File: src/rtl/fetch_pkg.sv
// Shared encodings and state type for the instruction-fetch sequencer.
package fetch_pkg;

    localparam int SIZE_PC_DEF = 9;

    localparam logic [1:0] SEL_SEQ    = 2'b00;
    localparam logic [1:0] SEL_JUMP   = 2'b01;
    localparam logic [1:0] SEL_BRANCH = 2'b10;
    localparam logic [1:0] SEL_RSVD   = 2'b11;

    typedef enum logic [1:0] {
        BOOT  = 2'd0,
        FETCH = 2'd1,
        HOLD  = 2'd2
    } fetch_state_e;

endpackage

File: src/rtl/fetch_redirect_dec.sv
// Combinational decode of the next-PC select into a redirect flag and its target.
module fetch_redirect_dec
    import fetch_pkg::*;
#(
    parameter int SIZE_PC = SIZE_PC_DEF
) (
    input  logic [1:0]       sel_dir,
    input  logic             flag_branch,
    input  logic [SIZE_PC:0] pc_jump,
    input  logic [SIZE_PC:0] pc_branch,
    output logic             redirect,
    output logic [SIZE_PC:0] target
);

    always_comb begin
        redirect = 1'b0;
        target   = pc_branch;
        case (sel_dir)
            SEL_JUMP: begin
                redirect = 1'b1;
                target   = pc_jump;
            end
            SEL_BRANCH: redirect = flag_branch;
            default:    redirect = 1'b0;
        endcase
    end

endmodule

File: src/rtl/fetch_sequencer.sv
// Fetch sequencer: owns the PC, drives a 1-cycle-latency instruction memory and
// presents instructions to decode through a valid/ready handshake with a skid register.
// Optional performance counters are built when FETCH_PERF_CNT_EN is defined.
module fetch_sequencer
    import fetch_pkg::*;
#(
    parameter int               SIZE_PC  = SIZE_PC_DEF,
    parameter logic [SIZE_PC:0] RESET_PC = '0,
    parameter int               INST_W   = 32
) (
    input  logic              clk,
    input  logic              rst_n,
    input  logic [1:0]        sel_dir,
    input  logic              flag_branch,
    input  logic [SIZE_PC:0]  pc_jump,
    input  logic [SIZE_PC:0]  pc_branch,
    output logic [SIZE_PC:0]  imem_addr,
    output logic              imem_en,
    input  logic [INST_W-1:0] imem_q,
    output logic [INST_W-1:0] inst_out,
    output logic [SIZE_PC:0]  inst_pc,
    output logic              inst_valid,
    input  logic              id_ready
`ifdef FETCH_PERF_CNT_EN
    ,
    output logic [15:0]       perf_stall,
    output logic [15:0]       perf_redir,
    output logic              sel_err
`endif
);

    localparam logic [SIZE_PC:0] PC_ONE = {{SIZE_PC{1'b0}}, 1'b1};

    // Handshake: decode takes inst_out/inst_pc on a cycle with inst_valid & id_ready;
    // while inst_valid & !id_ready they stay stable unless a redirect squashes them.
    fetch_state_e      state_q, state_d;
    logic [SIZE_PC:0]  pc_q, pc_d;
    logic              infl_q, infl_d;
    logic [SIZE_PC:0]  infl_pc_q, infl_pc_d;
    logic [INST_W-1:0] skid_inst_q, skid_inst_d;
    logic [SIZE_PC:0]  skid_pc_q, skid_pc_d;
    logic              redirect;
    logic [SIZE_PC:0]  target;
    logic              issue;

    fetch_redirect_dec #(.SIZE_PC(SIZE_PC)) u_redirect_dec (
        .sel_dir     (sel_dir),
        .flag_branch (flag_branch),
        .pc_jump     (pc_jump),
        .pc_branch   (pc_branch),
        .redirect    (redirect),
        .target      (target)
    );

    always_comb begin
        state_d     = state_q;
        pc_d        = pc_q;
        infl_d      = 1'b0;
        infl_pc_d   = infl_pc_q;
        skid_inst_d = skid_inst_q;
        skid_pc_d   = skid_pc_q;
        issue       = 1'b0;
        inst_out    = '0;
        inst_pc     = '0;
        inst_valid  = 1'b0;
        imem_addr   = redirect ? target : pc_q;

        case (state_q)
            BOOT: begin
                issue   = 1'b1;
                state_d = FETCH;
            end
            FETCH: begin
                inst_out   = imem_q;
                inst_pc    = infl_pc_q;
                inst_valid = infl_q & ~redirect;
                if (redirect || !infl_q || id_ready) begin
                    issue = 1'b1;
                end else begin
                    // Park the stalled word so the memory port is free to idle.
                    skid_inst_d = imem_q;
                    skid_pc_d   = infl_pc_q;
                    state_d     = HOLD;
                end
            end
            HOLD: begin
                inst_out   = skid_inst_q;
                inst_pc    = skid_pc_q;
                inst_valid = ~redirect;
                if (redirect || id_ready) begin
                    issue   = 1'b1;
                    state_d = FETCH;
                end
            end
            default: state_d = BOOT;
        endcase

        if (redirect) begin
            state_d     = FETCH;
            skid_inst_d = '0;
            skid_pc_d   = '0;
        end

        if (issue) begin
            pc_d      = imem_addr + PC_ONE;
            infl_pc_d = imem_addr;
            infl_d    = 1'b1;
        end

        if (!rst_n) begin
            inst_out   = '0;
            inst_pc    = '0;
            inst_valid = 1'b0;
        end
        imem_en = issue & rst_n;
    end

    always_ff @(posedge clk) begin
        if (!rst_n) begin
            state_q     <= BOOT;
            pc_q        <= RESET_PC;
            infl_q      <= 1'b0;
            infl_pc_q   <= '0;
            skid_inst_q <= '0;
            skid_pc_q   <= '0;
        end else begin
            state_q     <= state_d;
            pc_q        <= pc_d;
            infl_q      <= infl_d;
            infl_pc_q   <= infl_pc_d;
            skid_inst_q <= skid_inst_d;
            skid_pc_q   <= skid_pc_d;
        end
    end

`ifdef FETCH_PERF_CNT_EN
    logic [15:0] perf_stall_q, perf_stall_d;
    logic [15:0] perf_redir_q, perf_redir_d;

    always_comb begin
        perf_stall_d = perf_stall_q;
        perf_redir_d = perf_redir_q;
        if (inst_valid && !id_ready && perf_stall_q != 16'hFFFF) begin
            perf_stall_d = perf_stall_q + 16'd1;
        end
        if (redirect && perf_redir_q != 16'hFFFF) begin
            perf_redir_d = perf_redir_q + 16'd1;
        end
    end

    always_ff @(posedge clk) begin
        if (!rst_n) begin
            perf_stall_q <= '0;
            perf_redir_q <= '0;
        end else begin
            perf_stall_q <= perf_stall_d;
            perf_redir_q <= perf_redir_d;
        end
    end

    assign perf_stall = perf_stall_q;
    assign perf_redir = perf_redir_q;
    assign sel_err    = rst_n & (sel_dir == SEL_RSVD);
`endif

endmodule

File: config.mk
export PLATFORM = sky130hd
export DESIGN_NAME = fetch_sequencer
export DESIGN_NICKNAME = d
export VERILOG_FILES = /design/src/rtl/fetch_pkg.sv /design/src/rtl/fetch_redirect_dec.sv /design/src/rtl/fetch_sequencer.sv
export SDC_FILE = /design/constraint.sdc
export NUM_CORES = 1
export LEC_CHECK = 0
export CORE_MARGIN = 2
export CORE_UTILIZATION = 43
export CTS_CLUSTER_SIZE = 30
export DETAILED_ROUTE_END_ITERATION = 10
export PLACE_DENSITY_LB_ADDON = 0.3
export SETUP_SLACK_MARGIN = 0.15
export SKIP_LAST_GASP = 1
export SYNTH_ARGS = -nofsm -noshare
export SYNTH_HDL_FRONTEND = slang
export SYNTH_SLANG_ARGS = --single-unit
File: constraint.sdc
create_clock -name clk -period 2.7 [get_ports clk]
set_clock_uncertainty 0.15 [all_clocks]
set_input_delay 0.54 -clock clk [delete_from_list [all_inputs] [get_ports clk]]
set_output_delay 0.54 -clock clk [all_outputs]
set_load 0.01 [all_outputs]
Word-level counts from Yosys, hierarchy flattened. Index checks and enable logic that the tools add are counted.

Register bits: 65. Input bits: 58. Output and inout bits: 54. Logic and storage cells: 47.

Add/sub/neg operators: 1. Eq/ne operators: 8. Multiplexer cells: 17. Bitwise gates (word level): 5. Reductions and logical operators: 9.

Operators by type and width (count): 32-bit one-hot mux with 2 select lines (1); 32-bit two-way mux (1); 10-bit two-way mux (3); 10-bit one-hot mux with 2 select lines (1); 10-bit by 1-bit adder with 10-bit output, second input constant (1); 3-bit inequality test, second input constant (2); 2-bit one-hot mux with 3 select lines (1); 2-bit AND reduction (3); 1-bit two-way mux (5); 2-bit by 1-bit equality test with 1-bit output, second input constant (2); 2-bit equality test, second input constant (2); 2-bit two-way mux (2); 2-bit inequality test, second input constant (2); 1-bit one-hot mux with 2 select lines (2); 1-bit logical OR (3); 1-bit NOT (3); 1-bit one-hot mux with 3 select lines (1); 1-bit AND (2); 2-bit logical NOT (1); 2-bit OR reduction (1); 1-bit logical NOT (1).

Logic depth before layout (Yosys ltp). Gate-level depths: netlist of the first run.

Depth in word-level cells: 7. Depth in mapped cells: 12. Depth with buffers taken out: 10.

By module. A second synthesis of the first run with hierarchy kept.

Cells, all modules: 451. Area total of the unflattened synthesis: 3582.2 sq um.

Modules (own cells, without submodules): fetch_sequencer (instances 1, cells each 434, area each 3383.2 sq um, seq. area each 1301.2 sq um); fetch_redirect_dec (instances 1, cells each 17, area each 198.9 sq um, seq. area each 0.0 sq um).

Worst setup path before layout of the first run. Ideal clock, no wire load.

Path type: input -> register. Start point: in sel_dir[0]. End point: reg pc_q[8]. Library setup time: 75 ps. Arrival time: 2661 ps. Required time: 2475 ps. Path slack: -185 ps. Stages: 11. Buffers on the path: 1. Cell sequence: inv_1 -> ha_1 -> inv_2 -> nand2_1 -> buf_2 -> o21ai_0 -> ha_1 -> a21boi_0 -> a32oi_1 -> xor2_1 -> o22ai_1.

Elaborated cells on any way between the ends: 12. Classes of those cells: add/sub (1); eq/ne (2); mux (6); reduce/logical (3).

RTL lines: start, declared (line fetch_sequencer.sv:13) `input logic [1:0] sel_dir,`; 2-bit equality test / 2-bit by 1-bit equality test with 1-bit output (equally long branches) (line fetch_redirect_dec.sv:18) `case (sel_dir)`; 1-bit one-hot mux with 2 select lines / 10-bit two-way mux (equally long branches) (line fetch_redirect_dec.sv:18); 10-bit two-way mux * (line fetch_sequencer.sv:66) `imem_addr = redirect ? target : pc_q;`; via imem_addr[1] (line fetch_sequencer.sv:17) `output logic [SIZE_PC:0] imem_addr,`; 10-bit by 1-bit adder with 10-bit output * (line fetch_sequencer.sv:105) `pc_d = imem_addr + PC_ONE;`; end signal, assigned (line fetch_sequencer.sv:128) `pc_q <= pc_d;`; end, declared (line fetch_sequencer.sv:37) `logic [SIZE_PC:0] pc_q, pc_d;`.

Mark *: on every way through the listed nets, which the timed path passes. The rest lies on a longest branch. A chain may end at the register's enable or synchronous reset.

Final worst setup path of the first run.
Start point: in sel_dir[0]. End point: reg pc_q[8].

Longest elaborated chain between the ends: 6. Elaborated cells on any way between the ends: 12. Classes of those cells: add/sub (1); eq/ne (2); mux (6); reduce/logical (3).

Ends and longest elaborated chain: parallel branches: the longest is 6 deep, another holds 10-bit by 1-bit adder with 10-bit output.

Several ways; the timed one is not identified.

==> results.json, run 1 <==
{
  "clock_latency_ns": 0.33,
  "nets": 690,
  "synthSimpleGateAreaFrac": 0.208,
  "synthToLayoutAreaGrowth_pct": 56.2,
  "max_stage_delay_ns": 0.22,
  "cts_root_buf": "clkbuf_8",
  "drt_pass1_iterations": 5,
  "core_region_area_um2": 8220,
  "finalMaxSlewViolations": 0,
  "crit_chain": "buf_2 > inv_2 > ha_4 > buf_6 > a21oi_4 > buf_6 > buf_6 > buf_6 > o21ai_4 > o21ai_4 > buf_4 > ha_4 > buf_4 > a32oi_2 > xor2_1 > o22ai_1",
  "yosys-top-cells-area": "dfxtp_1 36%, nand2_1 10%, a22oi_1 8.7%",
  "place_inst": 709,
  "maxSlewHeadroom": 0.612,
  "setup_viol": 0,
  "drc": 0,
  "synth_nets": 539,
  "period_needed_ns": 2.58,
  "synth_top_family_by_area": "compound AO/OA/AOI/OAI gates",
  "grt_max_degree": 44,
  "synth-seq-cells": 65,
  "yosys-top-cells-count": "99 x nand2_1, 65 x dfxtp_1, 56 x nor2_1, 53 x a21oi_1, 42 x a22oi_1",
  "synth_fa_ha_area_frac": 0.0276,
  "synth.distinct_cells": 49,
  "ctsHoldBuffers": 0,
  "rows": 33,
  "numCtsBuffers": 9,
  "cts_sinks": 65,
  "io_pins": 112,
  "synth_top_area_cell": "dfxtp_1",
  "die-area_um2": 9190,
  "drt-initial-drc-count": 242,
  "port_buffers": 111,
  "path_max_fanout": 6,
  "criticalPathCategory": "in -> reg",
  "h-tree-depth": 3,
  "vdd_drop_max_mv": 0.661,
  "powerDensity_nw_per_um2": 644,
  "vias": 4098,
  "hold_violations": 0,
  "ys_seq_area_frac": 0.359,
  "worst_slew_pin_slew_ns": 0.581,
  "wl_per_cell_um": 16.0,
  "via_per_inst": 5.58,
  "synth_area_um2": 3630,
  "rsz0062_at_grt": "yes",
  "dp_hpwl_um": 7650,
  "wl_um": 11800,
  "worstPathArrival_ns": 2.63,
  "synth_mux_area_frac": 0.0621,
  "antenna_found_initial": 0,
  "synth_xor_area_frac": 0.0121,
  "antenna_cells": 0,
  "grt_overflow_total": 0,
  "fmax_ghz": 0.387,
  "async_reset_ff_frac": 0,
  "initial_core_util": 0.442,
  "yosysWarningCount": 0,
  "grt_pass1_wl_um": 18500,
  "fin_area_um2": 5670,
  "final_util": 0.690,
  "fp.dieH_um": 95.9,
  "cp_slowest_cell": "xor2_1",
  "power_leakage_uw": 0.00228,
  "ant_nets": 0,
  "cp_common_cell": "buf_6",
  "final_cells": 734,
  "hold_path_class": "reg -> reg",
  "synth_compound_area_frac": 0.268,
  "track_usage": 0.255,
  "drv_cap": 0,
  "crit_path_end_kind": "flip-flop",
  "cts_tree": "yes",
  "required_ns": 2.75,
  "layout-drive-gt1-share": 0.238,
  "holdWs_ns": 0.302,
  "min_period_over_period": 0.957,
  "synth_top_area_frac": 0.359,
  "synth.most_common_cell": "nand2_1",
  "cts_buffer_depth": 2,
  "synth_edf_count": 0,
  "synthFlopType": "dfxtp_1",
  "placed_area_um2": 5250,
  "start_kind": "input port",
  "first_global_vias": 3886,
  "status": "finished, final reports clean",
  "synthCells": 473,
  "syn_avg_cell_area_um2": 7.67,
  "fin_tns_setup_ns": 0,
  "place_congestion": 0.912,
  "path_clk_slew_ns": 0.06,
  "die_w_um": 95.9
}
-- placed cells by master, fill, tap and decap left out, types with 4 or more instances in the layout --
cell	instances
ha_4	4
nand2_1	97
nor2_1	55
a21oi_1	51
dlygate4sd2_1	27
a22oi_1	34
buf_4	48
clkdlybuf4s50_1	53
nand4b_1	4
dfxtp_1	63
o21ai_4	4
a211oi_1	6
clkbuf_8	11
clkdlybuf4s15_1	9
buf_2	8
buf_6	9
nand3_1	7
mux2i_1	17
buf_12	9
clkbuf_2	9
a22oi_2	9
inv_1	8
o21ai_0	8
-- path summary, 6_finish.rpt --
check	startpoint	end	slack, ns	cells past startpoint
worst max-delay path	sel_dir[0]	pc_q[8]	0.12	16
worst min-delay path	skid_inst_q[30]	skid_inst_q[30]	0.30	2
worst max register to register	state_q[0]	pc_q[1]	0.49	8
worst min register to register	skid_inst_q[30]	skid_inst_q[30]	0.30	2
-- where the power goes --
group / internal (uW) / switching [uW] / total (uW)
Combinational: 833 / 878 / 1710
Clock: 379 / 342 / 722
Sequential: 1090 / 132 / 1220
Total: 2300 / 1350 / 3650
-- kinds of logic after synthesis --
kind of cell	count (synthesis)
AOI/OAI and AO/OA	144
xor gates and xnor gates	5
adders and majority gates	8
buffers and inverters	49
DFF	65
muxes	22
and+or+nand+nor	180
-- per-layer routing --
metal  wire (um)  up-vias  global-route usage
li1            -     1965                   -
met5           0        -                   0
met4         142        0              0.0607
met2        6210      154               0.467
met1        4730     1959               0.303
met3         685       20              0.0548
-- registers in the layout, summed over array words and instances (netlist names) --
signal / cells
pc_q: 10
infl_pc_q: 10
state_q: 2
skid_pc_q: 10
infl_q: 1
skid_inst_q: 32
-- cell type report --
cell class / count / area (um^2)
clock buffers: 13 / 159
clock inverters: 3 / 15.0
fillers: 646 / 2550
inverters: 12 / 47.5
multi-input cells: 359 / 2330
flip-flops and latches: 65 / 1310
well taps: 105 / 131
repair buffers: 177 / 1680
-- stage by stage --
stage	total power (uW)	worst slack, ns
after CTS	3560	-0.0123
after global routing	3870	0.0633
after floorplan	2090	0.151
after detailed placement	2730	-0.734
after global placement	2690	-0.675
final	3650	0.116
-- critical path: cells and delay by family --
| family | cells | cell delay, ns |
|---|---|---|
| buffers and inverters | 8 | 0.97 |
| XOR/XNOR | 1 | 0.22 |
| adder cells (fa/ha/maj) | 2 | 0.30 |
| AO/OA/AOI/OAI | 5 | 0.60 |
-- what timing repair did --
item | in CTS | in global routing
resized for setup | 129 | 51
setup buffers | 6 | 1
cloned | 1 | 1
endpoints found under the setup margin | 117 | 42
pin swaps | 6 | 3
Power figures use the tool's default switching activity.
==> inputs of run 2 (changes only) <==
- CTS_CLUSTER_SIZE: 30 -> 8
==> results of run 2 <==
Final layout, timing and power as in run 1 (identical DEF).
==> inputs of run 3 (changes only) <==
- CORE_UTILIZATION: 43 -> 47
- clock period: 2.7 -> 2.55 ns (I/O delays scaled with it)
==> results.json, run 3 (synthesis results as in run 1) <==
{
  "maxSlewHeadroom": 0.642,
  "criticalPathCategory": "in -> out",
  "cts_buffer_depth": 2,
  "rrSetupSlack_ns": 0.19,
  "seqPwrFrac": 0.316,
  "status": "finished, final reports clean",
  "crit_chain": "buf_8 > inv_4 > ha_4 > buf_6 > a21o_4 > buf_12 > buf_12 > a21o_1 > and2_4 > buf_6",
  "finalMaxSlewViolations": 0,
  "ant_nets": 0,
  "drt-initial-drc-count": 228,
  "worstPathArrival_ns": 1.83,
  "path_clk_slew_ns": 0.07,
  "io_pins": 112,
  "hold_path_depth": 2,
  "h-tree-depth": 3,
  "grt_max_degree": 44,
  "layout_commonest_cell": "nand2_1",
  "port_buffers": 111,
  "placed_area_um2": 5230,
  "final_util": 0.756,
  "switching_share": 0.380,
  "track_usage": 0.274,
  "die-area_um2": 8440,
  "finalPower_uw": 4070,
  "cp_slowest_cell": "a21o_4",
  "path_max_fanout": 6,
  "netSwitchingPower_uw": 1540,
  "synthToLayoutAreaGrowth_pct": 58.6,
  "vias": 4152,
  "worst_slew_pin_slew_ns": 0.536,
  "nets": 695,
  "numCtsBuffers": 9,
  "crit_path_end_kind": "output port",
  "core_region_area_um2": 7610,
  "vdd_drop_max_mv": 0.523,
  "required_ns": 1.89,
  "fin_area_um2": 5750,
  "min_period_over_period": 0.977,
  "rows": 32,
  "clock_latency_ns": 0.34,
  "p_int_uw": 2520,
  "p_clk_frac": 0.185,
  "period_needed_ns": 2.49,
  "start_kind": "input port",
  "ctsHoldBuffers": 0,
  "layout-drive-gt1-share": 0.318,
  "rsz0062_at_grt": "yes",
  "fp.dieH_um": 91.9,
  "cts_sinks": 65,
  "grt_overflow_total": 0,
  "p_comb_frac": 0.499,
  "cts_root_buf": "clkbuf_8",
  "initial_core_util": 0.477,
  "layout_common_cells": "96 x nand2_1, 63 x dfxtp_1, 53 x nor2_1",
  "grt_pass1_wl_um": 18900,
  "hold_violations": 0,
  "wl_per_cell_um": 16.6,
  "power_leakage_uw": 0.00220,
  "setup_viol": 0,
  "drt_pass1_iterations": 5,
  "cts_tree": "yes",
  "die_w_um": 91.9,
  "via_per_inst": 5.65,
  "wl_um": 12200,
  "powerDensity_nw_per_um2": 707,
  "dp_hpwl_um": 7330,
  "max_stage_delay_ns": 0.20,
  "drc": 0,
  "fmax_ghz": 0.401,
  "largest_register": "skid_inst_q",
  "largest_reg_flops": 32,
  "drv_cap": 0,
  "first_global_vias": 4046,
  "antenna_found_initial": 0,
  "reg2reg_depth": 13,
  "place_congestion": 0.898,
  "hold_path_class": "reg -> reg",
  "antenna_cells": 0,
  "fill_cells": 531
}
-- run 3: what timing repair did --
action,CTS,global route
setup endpoints to repair,116,57
pin swaps,12,12
buffers inserted,18,4
gates cloned,2,2
gates resized for setup,147,114
-- run 3: cell type report --
type	instances	area [um^2]	area share
Multi-Input combinational cell	359	2430	0.423
Clock buffer	12	145	0.0252
Clock inverter	3	17.5	0.00304
Sequential cell	65	1310	0.227
Tap cell	102	128	0.0222
Timing Repair Buffer	182	1670	0.289
Inverter	12	55.1	0.00957
-- run 3: worst paths after layout --
check	start	to
worst min register to register	skid_inst_q[16]	skid_inst_q[16]
worst max register to register	state_q[1]	pc_q[7]
worst max-delay path	sel_dir[1]	imem_addr[3]
worst min-delay path	skid_inst_q[16]	skid_inst_q[16]
-- run 3: power by group through the flow --
stage	Sequential [uW]	Clock, uW	Combinational, uW
after floorplan	1240	0	983
after global placement	1270	0	1590
after detailed placement	1280	0	1620
after CTS	1270	753	1820
after global routing	1300	802	2160
final	1280	751	2030
-- run 3: metrics by stage --
stage | worst slack (ns) | hold WS (ns) | setup TNS (ns) | instances
finish | 0.0587 | 0.306 | 0 | 735
global route | 0.0275 | 0.324 | 0 | 735
CTS | 0.0650 | 0.306 | 0 | 729
detailed placement | -0.719 | 0.296 | -32.16 | 694
global placement | -0.672 | 0.291 | -28.82 | 694
floorplan | 0.148 | 0.286 | 0 | 473
-- run 3: worst max-delay path, delay by kind of cell --
family                     cells  cell delay (ns)
AOI/OAI and AO/OA              2             0.39
and+or+nand+nor                1             0.15
adders and majority gates      1             0.17
buffers and inverters          6             0.59
-- run 3: per-layer routing --
metal,vias up,wire (um),global-route usage,part of all wire
met5,-,0,0,0
met4,0,197,0.0697,0.016
met3,22,596,0.0616,0.049
met2,141,6480,0.502,0.53
met1,2022,4910,0.323,0.40
li1,1967,-,-,-
